## src/rtl/rom_pkg.sv

```systemverilog
// Shared definitions for the ROM scan initiator: FSM state encoding and default widths.
package rom_pkg;
   localparam int ADDR_W_DEF = 3;
   localparam int DATA_W_DEF = 8;

   typedef enum logic [1:0] {
      IDLE  = 2'd0,
      SETUP = 2'd1,
      OUT   = 2'd2,
      DONE  = 2'd3
   } state_t;
endpackage

```

## src/rtl/rom_reader.sv

```systemverilog
// Walks a wrapping ROM address range, registers each returned byte, streams it
// out over valid/ready and keeps a modulo checksum of the bytes read.
module rom_reader
   import rom_pkg::*;
#(
   parameter int ADDR_W = ADDR_W_DEF,
   parameter int DATA_W = DATA_W_DEF
) (
   input  logic              clk,
   input  logic              rst_n,
   input  logic              start,
   input  logic [ADDR_W-1:0] base,
   input  logic [ADDR_W:0]   count,
   output logic [ADDR_W-1:0] rom_addr,
   output logic              rom_sel,
   input  logic [DATA_W-1:0] rom_data,
   output logic [DATA_W-1:0] out_data,
   output logic              out_valid,
   input  logic              out_ready,
   output logic              busy,
   output logic              done,
   output logic [DATA_W-1:0] checksum
);

   state_t            state, state_n;
   logic [ADDR_W:0]   rem, rem_n;
   logic [ADDR_W-1:0] addr_n;
   logic              sel_n, valid_n, busy_n, done_n;
   logic [DATA_W-1:0] data_n, chk_n;

   always_ff @(posedge clk or negedge rst_n) begin
      if (!rst_n) begin
         state     <= IDLE;
         rem       <= '0;
         rom_addr  <= '0;
         rom_sel   <= 1'b0;
         out_data  <= '0;
         out_valid <= 1'b0;
         busy      <= 1'b0;
         done      <= 1'b0;
         checksum  <= '0;
      end else begin
         state     <= state_n;
         rem       <= rem_n;
         rom_addr  <= addr_n;
         rom_sel   <= sel_n;
         out_data  <= data_n;
         out_valid <= valid_n;
         busy      <= busy_n;
         done      <= done_n;
         checksum  <= chk_n;
      end
   end

   always_comb begin
      state_n = state;
      rem_n   = rem;
      addr_n  = rom_addr;
      sel_n   = rom_sel;
      data_n  = out_data;
      valid_n = out_valid;
      busy_n  = busy;
      done_n  = done;
      chk_n   = checksum;
      case (state)
         // DONE accepts a start exactly like IDLE so scans can run back to back
         IDLE, DONE: begin
            state_n = IDLE;
            done_n  = 1'b0;
            busy_n  = 1'b0;
            if (start) begin
               chk_n = '0;
               if (count == '0) begin
                  rem_n   = '0;
                  done_n  = 1'b1;
                  state_n = DONE;
               end else begin
                  rem_n   = count;
                  addr_n  = base;
                  sel_n   = 1'b1;
                  busy_n  = 1'b1;
                  state_n = SETUP;
               end
            end
         end
         SETUP: begin
            data_n  = rom_data;
            chk_n   = checksum + rom_data;
            sel_n   = 1'b0;
            valid_n = 1'b1;
            state_n = OUT;
         end
         OUT: begin
            // out_valid is always high in OUT, so ready alone completes the handshake
            if (out_ready) begin
               valid_n = 1'b0;
               if (rem > 1) begin
                  addr_n  = rom_addr + 1'b1;
                  sel_n   = 1'b1;
                  rem_n   = rem - 1'b1;
                  state_n = SETUP;
               end else begin
                  rem_n   = '0;
                  busy_n  = 1'b0;
                  done_n  = 1'b1;
                  state_n = DONE;
               end
            end
         end
         default: state_n = IDLE;
      endcase
   end

endmodule

```

## config.mk

```make
export PLATFORM = sky130hd
export DESIGN_NAME = rom_reader
export DESIGN_NICKNAME = d
export VERILOG_FILES = /design/src/rtl/rom_pkg.sv /design/src/rtl/rom_reader.sv
export SDC_FILE = /design/constraint.sdc
export NUM_CORES = 1
export LEC_CHECK = 0
export ABC_AREA = 1
export CAP_MARGIN = 25
export CORE_UTILIZATION = 55
export CTS_BUF_LIST = sky130_fd_sc_hd__clkbuf_2 sky130_fd_sc_hd__clkbuf_4 sky130_fd_sc_hd__clkbuf_8
export CTS_CLUSTER_DIAMETER = 120
export DETAILED_ROUTE_END_ITERATION = 7
export PLACE_DENSITY = 0.84
export SETUP_SLACK_MARGIN = 0.4
export SLEW_MARGIN = 15
export SYNTH_ARGS = -nofsm -noshare
export SYNTH_HDL_FRONTEND = slang
export SYNTH_SLANG_ARGS = --single-unit
```

## constraint.sdc

```tcl
create_clock -name clk -period 4.6 [get_ports clk]
set_input_delay 0.92 -clock clk [delete_from_list [all_inputs] [get_ports clk]]
set_output_delay 0.92 -clock clk [all_outputs]
set_load 0.005 [all_outputs]
```

# After elaboration in Yosys (flattened, before gate mapping)
# Cells that the tools add are included.
# W data, S select, Z words.
[classes]
add_sub_neg = 3
n_mul = 0
div_mod_pow = 0
n_lt_le_gt_ge = 1
n_eq_ne = 8
shifts = 0
mux = 34
bitwise = 0
reduce_logical = 12
[ops]
columns = ["operator", "n"]
rows = [
  ["$mux W4", 4],
  ["$pmux W8 S2", 1],
  ["$mux W1", 13],
  ["$mux W3", 4],
  ["$ne A2 B2 Y1 const B", 5],
  ["$add A8 B8 Y8", 1],
  ["$mux W2", 4],
  ["$mux W8", 1],
  ["$pmux W4 S2", 1],
  ["$pmux W1 S2", 3],
  ["$pmux W2 S3", 1],
  ["$pmux W3 S2", 1],
  ["$reduce_and A3 Y1", 2],
  ["$reduce_bool A2 Y1", 3],
  ["$reduce_and A5 Y1", 1],
  ["$eq A2 B2 Y1 const B", 2],
  ["$gt A4 B1 Y1 const B", 1],
  ["$logic_not A4 Y1", 1],
  ["$reduce_and A2 Y1", 2],
  ["$reduce_and A4 Y1", 1],
  ["$sub A4 B1 Y4 const B", 1],
  ["$add A3 B1 Y3 const B", 1],
  ["$pmux W1 S3", 1],
  ["$eq A2 B1 Y1 const B", 1],
  ["2 further kinds", 2],
]
[word_totals]
ff_bits = 29
latchBits = 0
ram_bits = 0
rom_bits = 0
inputBits = 19
output_inout_bits = 23
elab_cells = 67
mem_count = 0

# Depth between registers and ports, before layout
# Gate-level depths: netlist (run 1).
[logic_depth]
depth_word = 4
mapped_depth = 10
ltp_nobuf = 10

# Worst setup path before layout (run 1)
# No wires, ideal clock.
[synth_path]
kind = "in2reg"
from = "input port rom_data[0]"
to = "register checksum[6]"
setup_time_ps = 117
arrival_ps = 1908
t_required_ps = 4483
path_slack_ps = 2575
stages = 8
path_buffers = 0
path_cell_list = "ha_1 > fa_1 > nand3_1 > nand2_1 > nand2_1 > nand3_1 > nand3_1 > nand2_1"
[synth_between]
elab_chain_len = 2
[synth_lines]
columns = ["item", "line_no", "rtl"]
rows = [
  ["start: declaration", "rom_reader.sv:16", "input logic [DATA_W-1:0] rom_data,"],
  ["$add A8 B8 Y8", "rom_reader.sv:88", "chk_n = checksum + rom_data;"],
  ["$pmux W8 S2", "rom_reader.sv:65", "case (state)"],
  ["end signal: assignment", "rom_reader.sv:51", "checksum <= chk_n;"],
  ["end: declaration", "rom_reader.sv:22", "output logic [DATA_W-1:0] checksum"],
]
# Every way passes these cells.
# A chain may end at the register's enable or synchronous reset.

# Worst setup path in the final report (run 1)
# Same ends and word-level chain as after synthesis.

==> flow_metrics.env, run 1 <==
export IMPL_cp_max_fo=2
export IMPL_syn_num_nets=250
export IMPL_grt_pass1_wl_um=6660
export IMPL_switchingPower_w=0.000637
export IMPL_peakVddDrop_mv=0.420
export IMPL_placeableCoreArea_um2=2830
export IMPL_finalWeightedCongestion=0.848
export IMPL_finClkSkew_ns=0.0126
export IMPL_place_area_um2=2120
export IMPL_hp_class="flip-flop to flip-flop"
export IMPL_grt_util_all_layers=0.266
export IMPL_synth_async_reset_ratio=1.00
export IMPL_initial_core_util=0.593
export IMPL_power_internal_w=0.000896
export IMPL_antenna_found_initial=0
export IMPL_rsz0062_at_grt="no"
export IMPL_relSlewSlack=0.568
export IMPL_synth_distinct_cells=20
export IMPL_arrival_ns=2.51
export IMPL_p_comb_frac=0.550
export IMPL_setup_tns_ns=0
export IMPL_finalCriticalPeriod_ns=2.28
export IMPL_synth_edf_count=0
export IMPL_drc=1
export IMPL_dr_total_vias=1554
export IMPL_hpwl_um=2670
export IMPL_dieArea_um2=3280
export IMPL_die_y_um=57.2
export IMPL_regArea_um2=726
export IMPL_via_per_inst=5.23
export IMPL_synth_largest_area_cell="dfrtp_1"
export IMPL_cts_sinks=29
export IMPL_portBuffers=41
export IMPL_finalMaxSlewViolations=0
export IMPL_postCtsSetupBuffers=0
export IMPL_grt_overflow=0
export IMPL_sw_frac_of_total=0.415
export IMPL_synth_seq_cells=29
export IMPL_htree_levels=2
export IMPL_drtPass1Iterations=6
export IMPL_fin_util=0.782
export IMPL_areaGrowthSynthToFinish_pct=31.9
export IMPL_cts_tree="built"
export IMPL_cts_root_buffer="clkbuf_4"
export IMPL_clock_latency_ns=0.34
export IMPL_cts_resized=0
export IMPL_postRouteAntennaNets=0
export IMPL_hold_violations=0
export IMPL_p_seq_frac=0.300
export IMPL_dr_first_iter_drc_count=59
export IMPL_nFillCells=217
export IMPL_synthFlopType="dfrtp_1"
export IMPL_grt_start_max_net_pins=30
export IMPL_power_density_nw_per_um2=692
export IMPL_worstMarginPinSlew_ns=0.644
export IMPL_drive_above_1_share=0.0639
export IMPL_path_clk_slew_ns=0.10
export IMPL_r2r_slack_ns=2.84
export IMPL_yosysWarningCount=0
export IMPL_setup_worst_path_start_class="input port"
export IMPL_fin_total_pwr_w=0.00153
export IMPL_grt_pass1_vias=1604
export IMPL_synthCells=218
export IMPL_netlist_area_um2=1680
export IMPL_finalSetupViolations=0
export IMPL_clk_path_buf_depth=2
export IMPL_synth_avg_cell_area_um2=7.70
export IMPL_fin_area_um2=2210
export IMPL_period_share=0.496
export IMPL_violations="DRC"
export IMPL_outcome="complete, but fails checks"
export IMPL_antennaDiodeCount=0
export IMPL_ys_seq_area_frac=0.433
export IMPL_leakage_nw=1.17
export IMPL_nNetsFinal=297
export IMPL_drv_cap=0
export IMPL_multi_input_area_um2=848
export IMPL_ios=42
export IMPL_totalWireLength_um=3640
export IMPL_critical_path_required_ns=4.83
export IMPL_cts_buffers=5
export IMPL_fmax_mhz=438
export IMPL_avgRoutedWirePerCell_um=12.3
export IMPL_synth_area_leaders="dfrtp_1 43%, nand2_1 19%, ha_1 8.9%, inv_1 5.1%, a21oi_1 4.2%"
export IMPL_hold_buffers=0
export IMPL_p_clk_frac=0.150
export IMPL_rows=19
export IMPL_synth_top_area_frac=0.433
export IMPL_end_kind="flip-flop"
export IMPL_critical_path_class="input port to flip-flop"
export IMPL_die_x_um=57.2
[power groups by stage]
stage,combinational (W),sequential (W),clock (W)
global route,0.000966,0.000473,0.000243
CTS,0.000847,0.000461,0.000230
floorplan,0.000524,0.000461,0
finish,0.000843,0.000460,0.000230
detailed placement,0.000839,0.000463,0
global placement,0.000813,0.000463,0
[worst max-delay path, cell delays in order]
cell and delay [ns]:
clkdlybuf4s50_1 0.43, ha_1 0.24, fa_1 0.40, nand3_1 0.09, nand2_1 0.08, nand2_1 0.09, nand3_1 0.08, nand3_1 0.12
nand2_1 0.06
[synthesized netlist by cell type (all sizes together), types with 2 or more instances]
master and number:
a21oi 14, a22o 2, buf 2, dfrtp 29, ha 12, inv 24
nand2 87, nand3 11, nand4 2, nor2 14, o21ai 14, xnor2 3
xor2 2
[final timing paths]
path                        startpoint          end  cells past startpoint
setup / recovery           rom_data[0]  checksum[6]                      9
min in group asynchronous        rst_n  checksum[2]                      2
setup reg to reg              state[1]      rom_sel                      7
hold / removal             out_data[0]  out_data[0]                      2
hold reg to reg            out_data[0]  out_data[0]                      2
max in group asynchronous        rst_n       rem[0]                      2
[state kept, by name (all words and copies together), names as in the netlist]
name and flops:
checksum 8, out_data 8, rem 4, rom_addr 3, state 2, busy 1, done 1, out_valid 1
rom_sel 1
[cell type report]
cell class | instances | area share
multi-input cells | 162 | 0.383
flip-flops and latches | 29 | 0.328
repair buffers | 42 | 0.189
inverters | 25 | 0.0424
clock buffers | 7 | 0.0266
well taps | 31 | 0.0175
clock inverters | 1 | 0.0136
[layer usage]
metal,track usage,routed length [µm]
met1,0.326,1680
met2,0.447,1750
met3,0.0499,138
met4,0.139,71
met5,0,0
[stage by stage]
| step | cells | hold WS [ns] | worst slack, ns |
|---|---|---|---|
| after floorplan | 218 | 0.465 | 2.57 |
| after global placement | 289 | 0.454 | 2.07 |
| after detailed placement | 289 | 0.458 | 2.02 |
| after CTS | 297 | 0.479 | 2.35 |
| after global routing | 297 | 0.498 | 2.26 |
| final | 297 | 0.474 | 2.32 |
[placed cells by master (no fill, tap or decap), drive strengths merged]
| master | Yosys | routed |
|---|---|---|
| a21oi | 14 | 14 |
| a22o | 2 | 2 |
| buf | 2 | 1 |
| bufinv | 0 | 1 |
| clkbuf | 0 | 7 |
| clkdlybuf4s50 | 0 | 41 |
| clkinv | 1 | 1 |
| dfrtp | 29 | 29 |
| fa | 1 | 1 |
| ha | 12 | 12 |
| inv | 24 | 24 |
| nand2 | 87 | 87 |
| nand3 | 11 | 11 |
| nand4 | 2 | 2 |
| nor2 | 14 | 14 |
| o21ai | 14 | 14 |
| xnor2 | 3 | 3 |
| xor2 | 2 | 2 |
[cells by family after synthesis]
kind of cell / after synthesis / synth area share
AND/OR/NAND/NOR: 114 / 0.280
AO/OA/AOI/OAI: 30 / 0.0984
flip-flops: 29 / 0.433
buffers and inverters: 27 / 0.0619
adder cells (fa/ha/maj): 13 / 0.101
XOR/XNOR: 5 / 0.0261
Power figures use the tool's default switching activity.
==> run 2: changes to the inputs <==
--- a/config.mk
+++ b/config.mk
@@ -7,11 +7,11 @@
 export LEC_CHECK = 0
 export ABC_AREA = 1
 export CAP_MARGIN = 25
-export CORE_UTILIZATION = 55
+export CORE_UTILIZATION = 46
 export CTS_BUF_LIST = sky130_fd_sc_hd__clkbuf_2 sky130_fd_sc_hd__clkbuf_4 sky130_fd_sc_hd__clkbuf_8
 export CTS_CLUSTER_DIAMETER = 120
 export DETAILED_ROUTE_END_ITERATION = 7
-export PLACE_DENSITY = 0.84
+export PLACE_DENSITY = 0.74
 export SETUP_SLACK_MARGIN = 0.4
 export SLEW_MARGIN = 15
 export SYNTH_ARGS = -nofsm -noshare
==> constraint.sdc (replaced) <==
create_clock -name clk -period 1.85 [get_ports clk]
set_input_delay 0.37 -clock clk [delete_from_list [all_inputs] [get_ports clk]]
set_output_delay 0.37 -clock clk [all_outputs]
set_load 0.005 [all_outputs]
==> flow_metrics.env, run 2 (same netlist as run 1, synthesis figures left out) <==
export IMPL_outcome="finished clean"
export IMPL_finalSetupViolations=0
export IMPL_wl_met1_um=1980
export IMPL_cts_tree="built"
export IMPL_slowest_delay_ns=0.42
export IMPL_nNetsFinal=323
export IMPL_hold_violations=0
export IMPL_hold_start="rom_data[2]"
export IMPL_regArea_um2=727
export IMPL_worst_slack_ns=0.328
export IMPL_crit_family="adder cells"
export IMPL_via_per_inst=4.85
export IMPL_avgRoutedWirePerCell_um=12.5
export IMPL_cts_root_buffer="clkbuf_4"
export IMPL_setup_worst_path_start_class="flip-flop"
export IMPL_reg_top3="checksum: 8 flops, out_data: 8 flops, rem: 4 flops"
export IMPL_die_y_um=62.4
export IMPL_rows=21
export IMPL_place_area_um2=2170
export IMPL_critical_path_class="flip-flop to flip-flop"
export IMPL_leakage_nw=1.39
export IMPL_p_clk_frac=0.104
export IMPL_cp_depth=8
export IMPL_end_kind="flip-flop"
export IMPL_ios=42
export IMPL_hpwl_um=2720
export IMPL_finClkSkew_ns=0.00922
export IMPL_initial_core_util=0.491
export IMPL_layout_common_cells="74 x nand2_1, 28 x dfrtp_1, 25 x buf_4, 23 x dlygate4sd2_1, 16 x inv_1"
export IMPL_grt_pass1_wl_um=7250
export IMPL_path_buf_inv=0
export IMPL_dr_total_vias=1639
export IMPL_drv_cap=0
export IMPL_sw_frac_of_total=0.433
export IMPL_totalWireLength_um=4210
export IMPL_nFillCells=251
export IMPL_areaGrowthSynthToFinish_pct=55.8
export IMPL_switchingPower_w=0.00191
export IMPL_cp_startpoint="checksum[0]"
export IMPL_portBuffers=41
export IMPL_cts_buffers=5
export IMPL_grt_start_max_net_pins=30
export IMPL_grt_util_all_layers=0.236
export IMPL_wl_met2_um=1990
export IMPL_hp_class="input port to flip-flop"
export IMPL_hold_buffers=0
export IMPL_critical_path_required_ns=2.08
export IMPL_rsz0062_at_grt="yes"
export IMPL_finalWeightedCongestion=0.842
export IMPL_critPathSlowestCell="dfrtp_1"
export IMPL_routed_top_layer="met4"
export IMPL_layout_commonest_cell="nand2_1"
export IMPL_clock_latency_ns=0.33
export IMPL_drtPass1Iterations=4
export IMPL_crit_chain="ha_2 > fa_2 > nand3_2 > nand2_2 > nand2_2 > nand3_1 > nand3_1 > nand2_1"
export IMPL_rr_startpoint="checksum[0]"
export IMPL_fin_area_um2=2610
export IMPL_finalCriticalPeriod_ns=1.52
export IMPL_clk_path_buf_depth=2
export IMPL_multi_input_area_um2=1060
export IMPL_p_comb_frac=0.639
export IMPL_drive_above_1_share=0.288
export IMPL_fin_util=0.765
export IMPL_power_internal_w=0.00249
export IMPL_power_density_nw_per_um2=1680
export IMPL_p_seq_frac=0.257
export IMPL_peakVddDrop_mv=0.937
export IMPL_cp_max_fo=3
export IMPL_postRouteAntennaNets=0
export IMPL_dieArea_um2=3890
export IMPL_drc=0
export IMPL_fmax_mhz=657
export IMPL_cts_sinks=29
export IMPL_arrival_ns=1.75
export IMPL_period_share=0.823
export IMPL_dr_first_iter_drc_count=39
export IMPL_antenna_found_initial=0
export IMPL_place_worst_setup_slack_ns=-0.0925
export IMPL_path_clk_slew_ns=0.10
export IMPL_worstMarginPinSlew_ns=0.393
export IMPL_relSlewSlack=0.738
export IMPL_placeableCoreArea_um2=3420
export IMPL_finalMaxSlewViolations=0
export IMPL_wl_met3_um=175
export IMPL_htree_levels=2
export IMPL_grt_overflow=0
export IMPL_die_x_um=62.4
export IMPL_grt_pass1_vias=1666
export IMPL_reg2reg_depth=8
export IMPL_hold_depth=3
export IMPL_antennaDiodeCount=0
==> run 2: cell types whose count changed in the layout (fill, tap and decap cells not counted), sizes merged <==
cell           delta
dlygate4sd2      +23
inv               -1
dlymetal6s2s      +3
clkinv            +1
clkinvlp          +1
buf              +26
clkdlybuf4s50    -26
bufinv            -1
==> run 2: cell type report <==
type                    count  area share
inverters                  25      0.0388
repair buffers             68       0.229
clock inverters             1     0.00191
clock buffers               7      0.0249
well taps                  46      0.0220
flip-flops and latches     29       0.278
multi-input cells         162       0.405
==> run 2: worst paths after layout <==
kind / to / slack (ns)
setup / recovery: checksum[6] / 0.33
min in group asynchronous: out_data[5] / 0.42
setup reg to reg: checksum[6] / 0.33
hold reg to reg: out_data[1] / 0.48
max in group asynchronous: state[1] / 1.12
hold / removal: out_data[2] / 0.34
==> run 2: timing repair <==
action	CTS	global route
gates resized for setup	48	34
cloned	0	0
setup endpoints to repair	41	19
setup buffers	17	6
pin swaps	9	13
==> run 2: routing by layer <==
metal,vias to the layer above,track usage
met5,-,0
met4,0,0.0872
met3,9,0.0566
met2,38,0.376
met1,749,0.311
li1,843,-
==> run 2: tightest hold or removal path, cell delays in order <==
cell and delay (ns):
dlymetal6s2s_1 0.14, nand2_1 0.07, nand2_1 0.06
==> run 2: power by group through the flow <==
stage          Clock [W]  Sequential [W]  Combinational, W
6_report        0.000457         0.00113           0.00281
5_1_grt         0.000499         0.00117           0.00312
4_1_cts         0.000467         0.00111           0.00245
3_5_place_dp           0         0.00116           0.00214
3_3_place_gp           0         0.00115           0.00210
2_1_floorplan          0         0.00115           0.00130
==> run 2: per-stage QoR <==
step | hold WS [ns] | std cells | TNS (ns) | power [W]
floorplan | 0.0744 | 218 | 0 | 0.00245
global placement | 0.458 | 307 | -0.0773 | 0.00325
detailed placement | 0.458 | 307 | -0.181 | 0.00330
CTS | 0.407 | 332 | 0 | 0.00403
global route | 0.333 | 338 | 0 | 0.00479
finish | 0.335 | 338 | 0 | 0.00440
